### src/rtl/ppu_pkg.sv
// ppu_pkg: shared types and dot constants for the PPU VRAM arbiter.
//   owner_t     - current VRAM bus owner (none, background, sprite, CPU)
//   cpu_state_t - CPU data-port access state machine
//   DOT_*       - dot counter boundaries of the rendering fetch schedule
package ppu_pkg;

   typedef enum logic [1:0] {
      OWN_NONE = 2'd0,
      OWN_BG   = 2'd1,
      OWN_SP   = 2'd2,
      OWN_CPU  = 2'd3
   } owner_t;

   typedef enum logic [1:0] {
      CPU_IDLE  = 2'd0,
      CPU_PEND  = 2'd1,
      CPU_GRANT = 2'd2,
      CPU_DATA  = 2'd3
   } cpu_state_t;

   localparam logic [9:0] DOT_SP_START    = 10'd256;
   localparam logic [9:0] DOT_BG_PF_START = 10'd320;
   localparam logic [9:0] DOT_IDLE_START  = 10'd336;
   localparam logic [9:0] DOT_LAST        = 10'd340;

endpackage

### src/rtl/ppu_vram_cpu_port.sv
// ppu_vram_cpu_port: CPU ($2007) side of the VRAM arbiter.
// Latches a one-cycle request, waits for a free bus slot, owns the bus for
// a single GRANT cycle, then acknowledges in the following DATA cycle.
// Ports:
//   clk, reset        - PPU clock, synchronous active-high reset
//   i_slot_free       - bus may be handed to the CPU on the next cycle
//   i_cpu_req/we/addr/wdata - request pulse and its operands
//   i_vram_rdata      - bus read data (one-cycle latency)
//   o_cpu_grant       - CPU owns the bus this cycle
//   o_cpu_busy/ack/rdata/drop - CPU status outputs
//   o_we_q/o_addr_q/o_wdata_q - latched request operands for the bus mux
module ppu_vram_cpu_port
   import ppu_pkg::*;
(
   input  logic        clk,
   input  logic        reset,
   input  logic        i_slot_free,
   input  logic        i_cpu_req,
   input  logic        i_cpu_we,
   input  logic [13:0] i_cpu_addr,
   input  logic [7:0]  i_cpu_wdata,
   input  logic [7:0]  i_vram_rdata,
   output logic        o_cpu_grant,
   output logic        o_cpu_busy,
   output logic        o_cpu_ack,
   output logic [7:0]  o_cpu_rdata,
   output logic        o_cpu_drop,
   output logic        o_we_q,
   output logic [13:0] o_addr_q,
   output logic [7:0]  o_wdata_q
);

   cpu_state_t  r_state;
   cpu_state_t  w_next;
   logic        r_we;
   logic [13:0] r_addr;
   logic [7:0]  r_wdata;
   logic [7:0]  r_rdata;
   logic        r_drop;
   logic        w_capture;

   // State register
   always_ff @(posedge clk) begin
      if (reset) r_state <= CPU_IDLE;
      else       r_state <= w_next;
   end

   // Next-state logic
   always_comb begin
      w_next = r_state;
      case (r_state)
         CPU_IDLE:  if (i_cpu_req)   w_next = CPU_PEND;
         CPU_PEND:  if (i_slot_free) w_next = CPU_GRANT;
         CPU_GRANT: w_next = CPU_DATA;
         CPU_DATA:  w_next = CPU_IDLE;
         default:   w_next = CPU_IDLE;
      endcase
   end

   // Outputs; grant/ack are masked by reset so an abandoned access neither
   // drives the bus nor acknowledges in the reset cycle.
   always_comb begin
      o_cpu_busy  = (r_state != CPU_IDLE);
      o_cpu_grant = (r_state == CPU_GRANT) && !reset;
      o_cpu_ack   = (r_state == CPU_DATA)  && !reset;
   end

   // Read data is presented combinationally in the ack cycle so cpu_rdata
   // is valid together with cpu_ack, then held in r_rdata.
   assign w_capture   = o_cpu_ack && !r_we;
   assign o_cpu_rdata = w_capture ? i_vram_rdata : r_rdata;

   always_ff @(posedge clk) begin
      if (reset) begin
         r_we    <= 1'b0;
         r_addr  <= '0;
         r_wdata <= '0;
         r_rdata <= '0;
         r_drop  <= 1'b0;
      end else begin
         if ((r_state == CPU_IDLE) && i_cpu_req) begin
            r_we    <= i_cpu_we;
            r_addr  <= i_cpu_addr;
            r_wdata <= i_cpu_wdata;
         end
         if (i_cpu_req && o_cpu_busy) r_drop <= 1'b1;
         if (w_capture) r_rdata <= i_vram_rdata;
      end
   end

   assign o_cpu_drop = r_drop;
   assign o_we_q     = r_we;
   assign o_addr_q   = r_addr;
   assign o_wdata_q  = r_wdata;

endmodule

### src/rtl/ppu_vram_arbiter.sv
// ppu_vram_arbiter: schedules the single PPU VRAM bus among the background
// fetcher, sprite fetcher and CPU data port, and routes read data back to
// the requester that owned the bus one cycle earlier.
// Configuration macro: PPU_ARB_CPU_STEAL_EN - when defined, the CPU may be
// granted during rendering in the idle dots 336..340; otherwise only while
// rendering is off.
// Ports:
//   clk, reset               - PPU clock, synchronous active-high reset
//   rendering, x_idx         - rendering enable and current dot (0..340)
//   bg_addr/sp_addr          - fetcher addresses
//   bg_data/sp_data          - routed read data to fetchers
//   cpu_req/we/addr/wdata    - CPU access request
//   cpu_busy/ack/rdata/drop  - CPU status
//   vram_addr/we/wdata/rdata - VRAM bus
module ppu_vram_arbiter
   import ppu_pkg::*;
(
   input  logic        clk,
   input  logic        reset,
   input  logic        rendering,
   input  logic [9:0]  x_idx,
   input  logic [15:0] bg_addr,
   input  logic [15:0] sp_addr,
   output logic [7:0]  bg_data,
   output logic [7:0]  sp_data,
   input  logic        cpu_req,
   input  logic        cpu_we,
   input  logic [13:0] cpu_addr,
   input  logic [7:0]  cpu_wdata,
   output logic        cpu_busy,
   output logic        cpu_ack,
   output logic [7:0]  cpu_rdata,
   output logic        cpu_drop,
   output logic [15:0] vram_addr,
   output logic        vram_we,
   output logic [7:0]  vram_wdata,
   input  logic [7:0]  vram_rdata
);

   owner_t      w_owner;
   owner_t      r_owner_q;
   logic        w_slot_free;
   logic        w_cpu_grant;
   logic        w_we_q;
   logic [13:0] w_addr_q;
   logic [7:0]  w_wdata_q;

`ifdef PPU_ARB_CPU_STEAL_EN
   // The grant decision is made one dot ahead so that the GRANT cycle itself
   // falls on an idle dot (336..340) and never lands on BG dot 0 after wrap.
   assign w_slot_free = !rendering ||
                        ((x_idx >= DOT_IDLE_START - 10'd1) && (x_idx <= DOT_LAST - 10'd1));
`else
   assign w_slot_free = !rendering;
`endif

   ppu_vram_cpu_port u_cpu_port (
      .clk          (clk),
      .reset        (reset),
      .i_slot_free  (w_slot_free),
      .i_cpu_req    (cpu_req),
      .i_cpu_we     (cpu_we),
      .i_cpu_addr   (cpu_addr),
      .i_cpu_wdata  (cpu_wdata),
      .i_vram_rdata (vram_rdata),
      .o_cpu_grant  (w_cpu_grant),
      .o_cpu_busy   (cpu_busy),
      .o_cpu_ack    (cpu_ack),
      .o_cpu_rdata  (cpu_rdata),
      .o_cpu_drop   (cpu_drop),
      .o_we_q       (w_we_q),
      .o_addr_q     (w_addr_q),
      .o_wdata_q    (w_wdata_q)
   );

   // Owner decode from the dot schedule; CPU GRANT overrides the schedule.
   always_comb begin
      w_owner = OWN_NONE;
      if (reset)            w_owner = OWN_NONE;
      else if (w_cpu_grant) w_owner = OWN_CPU;
      else if (rendering) begin
         if (x_idx < DOT_SP_START)                                   w_owner = OWN_BG;
         else if (x_idx < DOT_BG_PF_START)                           w_owner = OWN_SP;
         else if (x_idx < DOT_IDLE_START)                            w_owner = OWN_BG;
         else                                                        w_owner = OWN_NONE;
      end
   end

   // Bus mux; write strobe and write data only ever come from the CPU.
   always_comb begin
      vram_addr  = 16'h0000;
      vram_we    = 1'b0;
      vram_wdata = 8'h00;
      case (w_owner)
         OWN_BG:  vram_addr = bg_addr;
         OWN_SP:  vram_addr = sp_addr;
         OWN_CPU: begin
            vram_addr  = {2'b00, w_addr_q};
            vram_we    = w_we_q;
            vram_wdata = w_wdata_q;
         end
         default: vram_addr = 16'h0000;
      endcase
   end

   // Read data returns one cycle after the address, so route by last owner.
   always_ff @(posedge clk) begin
      if (reset) r_owner_q <= OWN_NONE;
      else       r_owner_q <= w_owner;
   end

   assign bg_data = (r_owner_q == OWN_BG) ? vram_rdata : 8'h00;
   assign sp_data = (r_owner_q == OWN_SP) ? vram_rdata : 8'h00;

endmodule

### config.mk
export PLATFORM = sky130hd
export DESIGN_NAME = ppu_vram_arbiter
export DESIGN_NICKNAME = d
export VERILOG_FILES = /design/src/rtl/ppu_pkg.sv /design/src/rtl/ppu_vram_cpu_port.sv /design/src/rtl/ppu_vram_arbiter.sv
export SDC_FILE = /design/constraint.sdc
export NUM_CORES = 1
export LEC_CHECK = 0
export CAP_MARGIN = 30
export CORE_MARGIN = 10
export CORE_UTILIZATION = 36
export DETAILED_ROUTE_END_ITERATION = 8
export PLACE_DENSITY = 0.79
export SYNTH_ARGS = -nofsm -noshare
export SYNTH_HDL_FRONTEND = slang
export SYNTH_SLANG_ARGS = --single-unit
### constraint.sdc
create_clock -name clk -period 2.4 [get_ports clk]
set_input_delay 0.24 -clock clk [delete_from_list [all_inputs] [get_ports clk]]
set_output_delay 0.24 -clock clk [all_outputs]
set_load 0.01 [all_outputs]
# Word level (Yosys, flattened, before mapping)
# Cells that the tools add are included.
[classes]
muxes = 15
n_eq_ne = 10
order_cmp = 3
reduce_logical = 10
[ops]
columns = ["operator", "count"]
rows = [
  ["$pmux 16 s3", 1],
  ["$mux 8", 4],
  ["$lt 10x9->1 const B", 3],
  ["$mux 2", 7],
  ["$eq 2x2->1 const B", 5],
  ["$pmux 2 s4", 1],
  ["$eq 2x1->1 const B", 3],
  ["$logic_and 1x1->1", 5],
  ["$ne 2x2->1 const B", 2],
  ["$logic_not 1->1", 2],
  ["$logic_not 2->1", 1],
  ["$mux 1", 2],
  ["$reduce_and 2->1", 1],
  ["$reduce_bool 2->1", 1],
]
[word_totals]
out_inout_bits = 52
reg_bits = 36
inputBits = 77
elab_cells = 45

# Longest topological paths before layout
[depth]
depth_word = 9
mapped_depth = 7

# Modules after synthesis
# A second synthesis with hierarchy kept.
[unflattened]
cells_unflattened = 276
area_unflattened_um2 = 2200.9
[by_module_without_submodules]
columns = ["mod", "instances", "area_per_inst_um2", "cells_each"]
rows = [
  ["ppu_vram_cpu_port", 1, 1316.3, 151],
  ["ppu_vram_arbiter", 1, 884.6, 125],
]

# Worst setup path before layout
# Ideal clock, no wire load.
[synth_path]
path_kind = "reg2out"
startpoint = "reg u_cpu_port.r_state[0]"
endpoint = "out vram_addr[11]"
path_stages_with_launch = 8
arrival_ns = 1.655
setup_slack_ns = 0.505
required_time_ns = 2.160
n_path_buf = 1
path_cell_list = "dfxtp_1 inv_1 ha_1 or4b_4 a21oi_4 buf_6 nand2_2 a21oi_2"
[synth_between]
elab_chain_len = 6
elab_cells_between_ends = 8
[synth_lines]
columns = ["item", "line_no", "text"]
rows = [
  ["start: declaration", "ppu_vram_cpu_port.sv:33", "cpu_state_t r_state;"],
  ["start signal: assignment", "ppu_vram_cpu_port.sv:45", "else r_state <= w_next;"],
  ["$eq 2x2->1 *", "ppu_vram_cpu_port.sv:64", "o_cpu_grant = (r_state == CPU_GRANT) && !reset;"],
  ["$logic_and 1x1->1 *", "ppu_vram_cpu_port.sv:64", ""],
  ["$mux 2 *", "ppu_vram_arbiter.sv:80", "else if (w_cpu_grant) w_owner = OWN_CPU;"],
  ["$mux 2 *", "ppu_vram_arbiter.sv:79", "if (reset) w_owner = OWN_NONE;"],
  ["$eq 2x2->1 / $eq 2x1->1 (equally long branches)", "ppu_vram_arbiter.sv:94", "case (w_owner)"],
  ["$pmux 16 s3 *", "ppu_vram_arbiter.sv:94", ""],
  ["end: declaration", "ppu_vram_arbiter.sv:34", "output logic [15:0] vram_addr,"],
]
# Mark *: on every way between the ends. The rest lies on a longest branch, timed or not.

# Worst setup path in the final report
[layout_path]
startpoint = "reg u_cpu_port.r_state[0]"
endpoint = "out vram_addr[1]"
# Same word-level chain as after synthesis.

==> flow_results.org <==
** Global routing
- The layer flagged by global routing as most heavily used is met2.
- For this run, the total global-route usage over all layers was measured as 0.163.
- The number of antenna violations at the first check in global routing was 0.
- Entering global routing, the biggest net connects 24 pins.
- In the global route stage, met2 resource usage came out at 0.267.
- Global-route wire length before repair :: 11.3 mm
- Met3 routing resource usage after global routing :: 0.0847
- Global-route congestion overflow total :: 0
- Met1 track demand over resource in global routing :: 0.186
- The number of global-route vias before repair came to around 2200.

** Place
- # placed instances :: between 400 and 500
- Detailed placement finished with a half-perimeter wire length of ~5.7 mm.
- The congestion estimate from routability-driven global placement came to 0.784.
- After detailed placement, the total cell area comes to approximately 3300 um2.
- Port buffer count :: approximately 120

** Synth
- In the synthesized netlist, the number of instances is ~230.
- Post-Syn Area :: between 1500 and 2000 um2
- The synthesized design contains 36 register bits.
- Post-synth top area cell :: sky130_fd_sc_hd__dfxtp_1
- Area fraction of the dominant cell type after synthesis :: 0.379
- Counting flops with a built-in enable in the synthesized netlist gives 0.
- Post-synthesis area per instance :: between 8 and 9 um2
- Yosys instantiated no cell more often than sky130_fd_sc_hd__nand2_1.
- Counting flops with an async set or reset pin after synthesis yields a share of 0.
- Synth Warn # :: 0
- For this run, the register share of the synthesized area comes to 0.379.
- Ranked by instance count, the synthesized netlist is headed by sky130_fd_sc_hd__nand2_1 (51), sky130_fd_sc_hd__dfxtp_1 (36), sky130_fd_sc_hd__and2_1 (26).
- The most used flip-flop cell after synthesis is sky130_fd_sc_hd__dfxtp_1.
- Counting distinct cell types in the post-synthesis netlist gives 30.
- The number of nets handed over by synthesis was approximately 310.
- Biggest area contributors in the synthesized netlist :: sky130_fd_sc_hd__dfxtp_1 (38%), sky130_fd_sc_hd__nand2_1 (10%), sky130_fd_sc_hd__and2_1 (8.5%)

** Critical path
- Startpoint of the most critical setup path :: u_cpu_port.r_state[0]
- Flop2flop setup slack :: between 0.7 and 0.8 ns
- Required @ worst endpoint :: approximately 2.2 ns
- Origin of the critical flop-to-flop path :: u_cpu_port.r_state[0]
- Crit path capture :: vram_addr[1]
- Largest driver fanout on the critical path :: 4
- Data arrives at the worst endpoint at between 2 and 2.5 ns.
- STA classifies the critical path endpoint as a primary output.
- Depth of the most critical reg-to-reg path :: 5
- Slowest cell on the critical path :: sky130_fd_sc_hd__or4b_4
- The worst setup path is of the flip-flop to primary output kind.
- Worst path cell trace :: inv_1 -> ha_2 -> or4b_4 -> a21oi_4 -> buf_6 -> a221o_1 -> clkdlybuf4s15_2
- For this run, the slowest stage of the critical path takes around 0.5 ns.
- In this run the critical register-to-register path is captured at u_cpu_port.o_wdata_q[5].
- The worst setup path is launched from a flip-flop.

** Power
- Switching portion of total power :: 0.346
- Switching power summed over all nets :: 745 uW
- The worst-case IR drop observed on VDD is between 0.3 and 0.4 mV.
- Overall Power :: ~2.2 mW
- The share of total power dissipated in combinational logic is 0.449.
- Power density relative to cell area :: roughly 620 nW/um2
- Of the total power, registers draw 0.359.
- The internal power of the cells totals ~1.4 mW.
- Static power due to leakage :: around 1.6 nW
- Clk pwr share :: 0.192

** Timing
- Timing would allow up to roughly 430 MHz.
- Hold violation count in the final report :: 0
- Measured slew at the worst slew-check pin :: around 0.8 ns
- In the finished design, the share of the clock period the worst path needs comes to 0.980.
- Clock Skew :: roughly 0.0030 ns
- Setup violations remaining at the end of the flow were counted as 0.
- Number of max-slew violations in the final report :: 0
- In this run the tightest slew margin relative to its limit is 0.466.
- Clock period minus final worst setup slack :: approximately 2.4 ns

** CTS
- TritonCTS clock tree :: done
- Clock tree synthesis found a total of 36 sinks.
- The clock reaches the later pin of the worst-skew pair after about 0.29 ns.
- Number of levels the H-tree was split into :: 2
- In this run the clock root is driven by a sky130_fd_sc_hd__clkbuf_8.
- Clock-pin slew was measured on the worst setup and hold paths at about 0.07 ns.
- Bufs on Longest Clock Path :: 2
- In this run, CTS created clock tree buffers numbering 5.

** Drt
- Initial detailed-routing violation count :: 75
- After detailed routing, the average wire length per cell comes to about 16 um.
- Vias after detailed routing :: about 2100
- In this run the remaining antenna-violating nets after routing total 0.
- Final routed DRC violation total :: 0
- The pre-antenna-repair detailed-routing pass consisted of 4 iterations.
- The routed design has roughly 7.2 mm of wire.
- Dividing the detail-routed via count by the number of cells gives between 4 and 5.

** Flow run
- Reported max-cap violation count :: 0

** Finish
- Number of nets in the finished design :: roughly 450
- Area growth from synthesis to layout :: 81.3%
- Fillcell total :: 440
- Number of standard cells in the final layout excluding fillers :: around 440
- Final cell area excluding filler cells :: roughly 3400 um2
- 0 antenna diodes ended up in the layout.
- In the final layout, the share of cells above drive strength 1 is 0.178.

** Floorplanning
- The floorplan step defined a core boundary enclosing a little over 5000 um2.
- Row generation in the floorplan step produced 26 rows.
- Total I/O pin count :: ~130
- The floorplan step set the die width to 92.7 um.
- Die area :: ~8600 um2
- For this configuration, the core starts out at a cell density of 0.373.
- From bottom edge to top edge, the die measures roughly 93 um.

** Worst hold path
- The min-delay analysis places its worst path in the category flip-flop to flip-flop.
- Origin of the worst min-delay path :: u_cpu_port.o_wdata_q[0]

** Outcome
- The run finished with clean final reports.
==> cells by family after synthesis <==
family | count (synthesis) | synth area share
buffers and inverters | 19 | 0.0506
adder cells (fa/ha/maj) | 4 | 0.0263
flip-flops | 36 | 0.379
multiplexers | 11 | 0.0631
AO/OA/AOI/OAI | 46 | 0.170
AND/OR/NAND/NOR | 115 | 0.311
==> stage by stage <==
step / setup TNS [ns] / setup WS (ns) / hold slack (ns) / utilization
floorplan: 0 / 0.505 / 0.376 / -
global placement: -5.42 / -0.246 / 0.438 / 0.650
detailed placement: -6.12 / -0.305 / 0.443 / 0.650
CTS: 0 / 0.0000813 / 0.453 / 0.673
global route: -0.0470 / -0.0143 / 0.468 / 0.675
finish: 0 / 0.0485 / 0.451 / 0.675
==> critical path: cells and delay by family, from the launching register on <==
| kind | cells | cell delay [ns] |
|---|---|---|
| AO/OA/AOI/OAI | 2 | 0.33 |
| adder cells (fa/ha/maj) | 1 | 0.20 |
| buffers and inverters | 3 | 0.44 |
| flip-flops | 1 | 0.35 |
| AND/OR/NAND/NOR | 1 | 0.50 |
==> cell usage in the layout (no fill, tap or decap), types with 3 or more instances in the layout <==
master / instances
sky130_fd_sc_hd__a21oi_1: 25
sky130_fd_sc_hd__and2_1: 26
sky130_fd_sc_hd__mux2i_1: 3
sky130_fd_sc_hd__inv_1: 3
sky130_fd_sc_hd__dlygate4sd2_1: 3
sky130_fd_sc_hd__clkbuf_8: 5
sky130_fd_sc_hd__buf_4: 20
sky130_fd_sc_hd__clkbuf_2: 5
sky130_fd_sc_hd__a221o_1: 11
sky130_fd_sc_hd__nor2_1: 6
sky130_fd_sc_hd__dlymetal6s2s_1: 11
sky130_fd_sc_hd__nor2b_1: 10
sky130_fd_sc_hd__clkdlybuf4s50_1: 96
sky130_fd_sc_hd__clkdlybuf4s15_2: 4
sky130_fd_sc_hd__buf_2: 5
sky130_fd_sc_hd__dfxtp_1: 34
sky130_fd_sc_hd__ha_1: 3
sky130_fd_sc_hd__buf_6: 4
sky130_fd_sc_hd__mux2_2: 8
sky130_fd_sc_hd__and3_1: 12
sky130_fd_sc_hd__nand2_1: 51
==> power groups by stage <==
stage / Clock [mW] / Combinational (mW) / Sequential (mW)
2_1_floorplan: 0 / 0.479 / 0.766
6_report: 0.413 / 0.968 / 0.774
4_1_cts: 0.419 / 0.960 / 0.771
5_1_grt: 0.451 / 1.06 / 0.783
3_5_place_dp: 0 / 0.950 / 0.780
3_3_place_gp: 0 / 0.931 / 0.777
==> how the worst min path moves through the flow <==
| stage | to | slack (ns) | depth (start not counted) |
|---|---|---|---|
| global placement | u_cpu_port.o_wdata_q[4] | 0.44 | 2 |
| finish | u_cpu_port.o_wdata_q[0] | 0.45 | 2 |
| detailed placement | u_cpu_port.o_wdata_q[4] | 0.44 | 2 |
| CTS | u_cpu_port.o_wdata_q[4] | 0.45 | 2 |
| floorplan | u_cpu_port.o_wdata_q[0] | 0.38 | 2 |
| global route | u_cpu_port.o_wdata_q[7] | 0.47 | 2 |
==> area by class of cell <==
type | count | area, um2 | area share
inverters | 3 | 11.3 | 0.00326
clock buffers | 6 | 72.6 | 0.0210
multi-input cells | 176 | 1110 | 0.323
well taps | 70 | 87.6 | 0.0254
clock inverters | 1 | 5.00 | 0.00145
flip-flops and latches | 36 | 723 | 0.210
repair buffers | 149 | 1440 | 0.416
==> repair_timing <==
action | in CTS | in global routing
setup endpoints to repair | 33 | 29
resized for setup | 49 | 25
hold buffers | 0 | 0
setup buffers | 1 | 3
==> state kept, by name, indices dropped and copies added, names as in the netlist <==
register / cells
u_cpu_port.r_state: 2
u_cpu_port.o_addr_q: 14
r_owner_q: 2
u_cpu_port.o_cpu_drop: 1
u_cpu_port.o_wdata_q: 8
u_cpu_port.o_we_q: 1
u_cpu_port.r_rdata: 8
==> metal layers <==
layer | share of wire | wire [um] | vias to the layer above
met2 | 0.46 | 3290 | 102
li1 | - | - | 1063
met1 | 0.43 | 3090 | 951
met4 | 0.0094 | 68 | 0
met5 | 0 | 0 | -
met3 | 0.10 | 746 | 7
(Power assumes the default switching activity.)
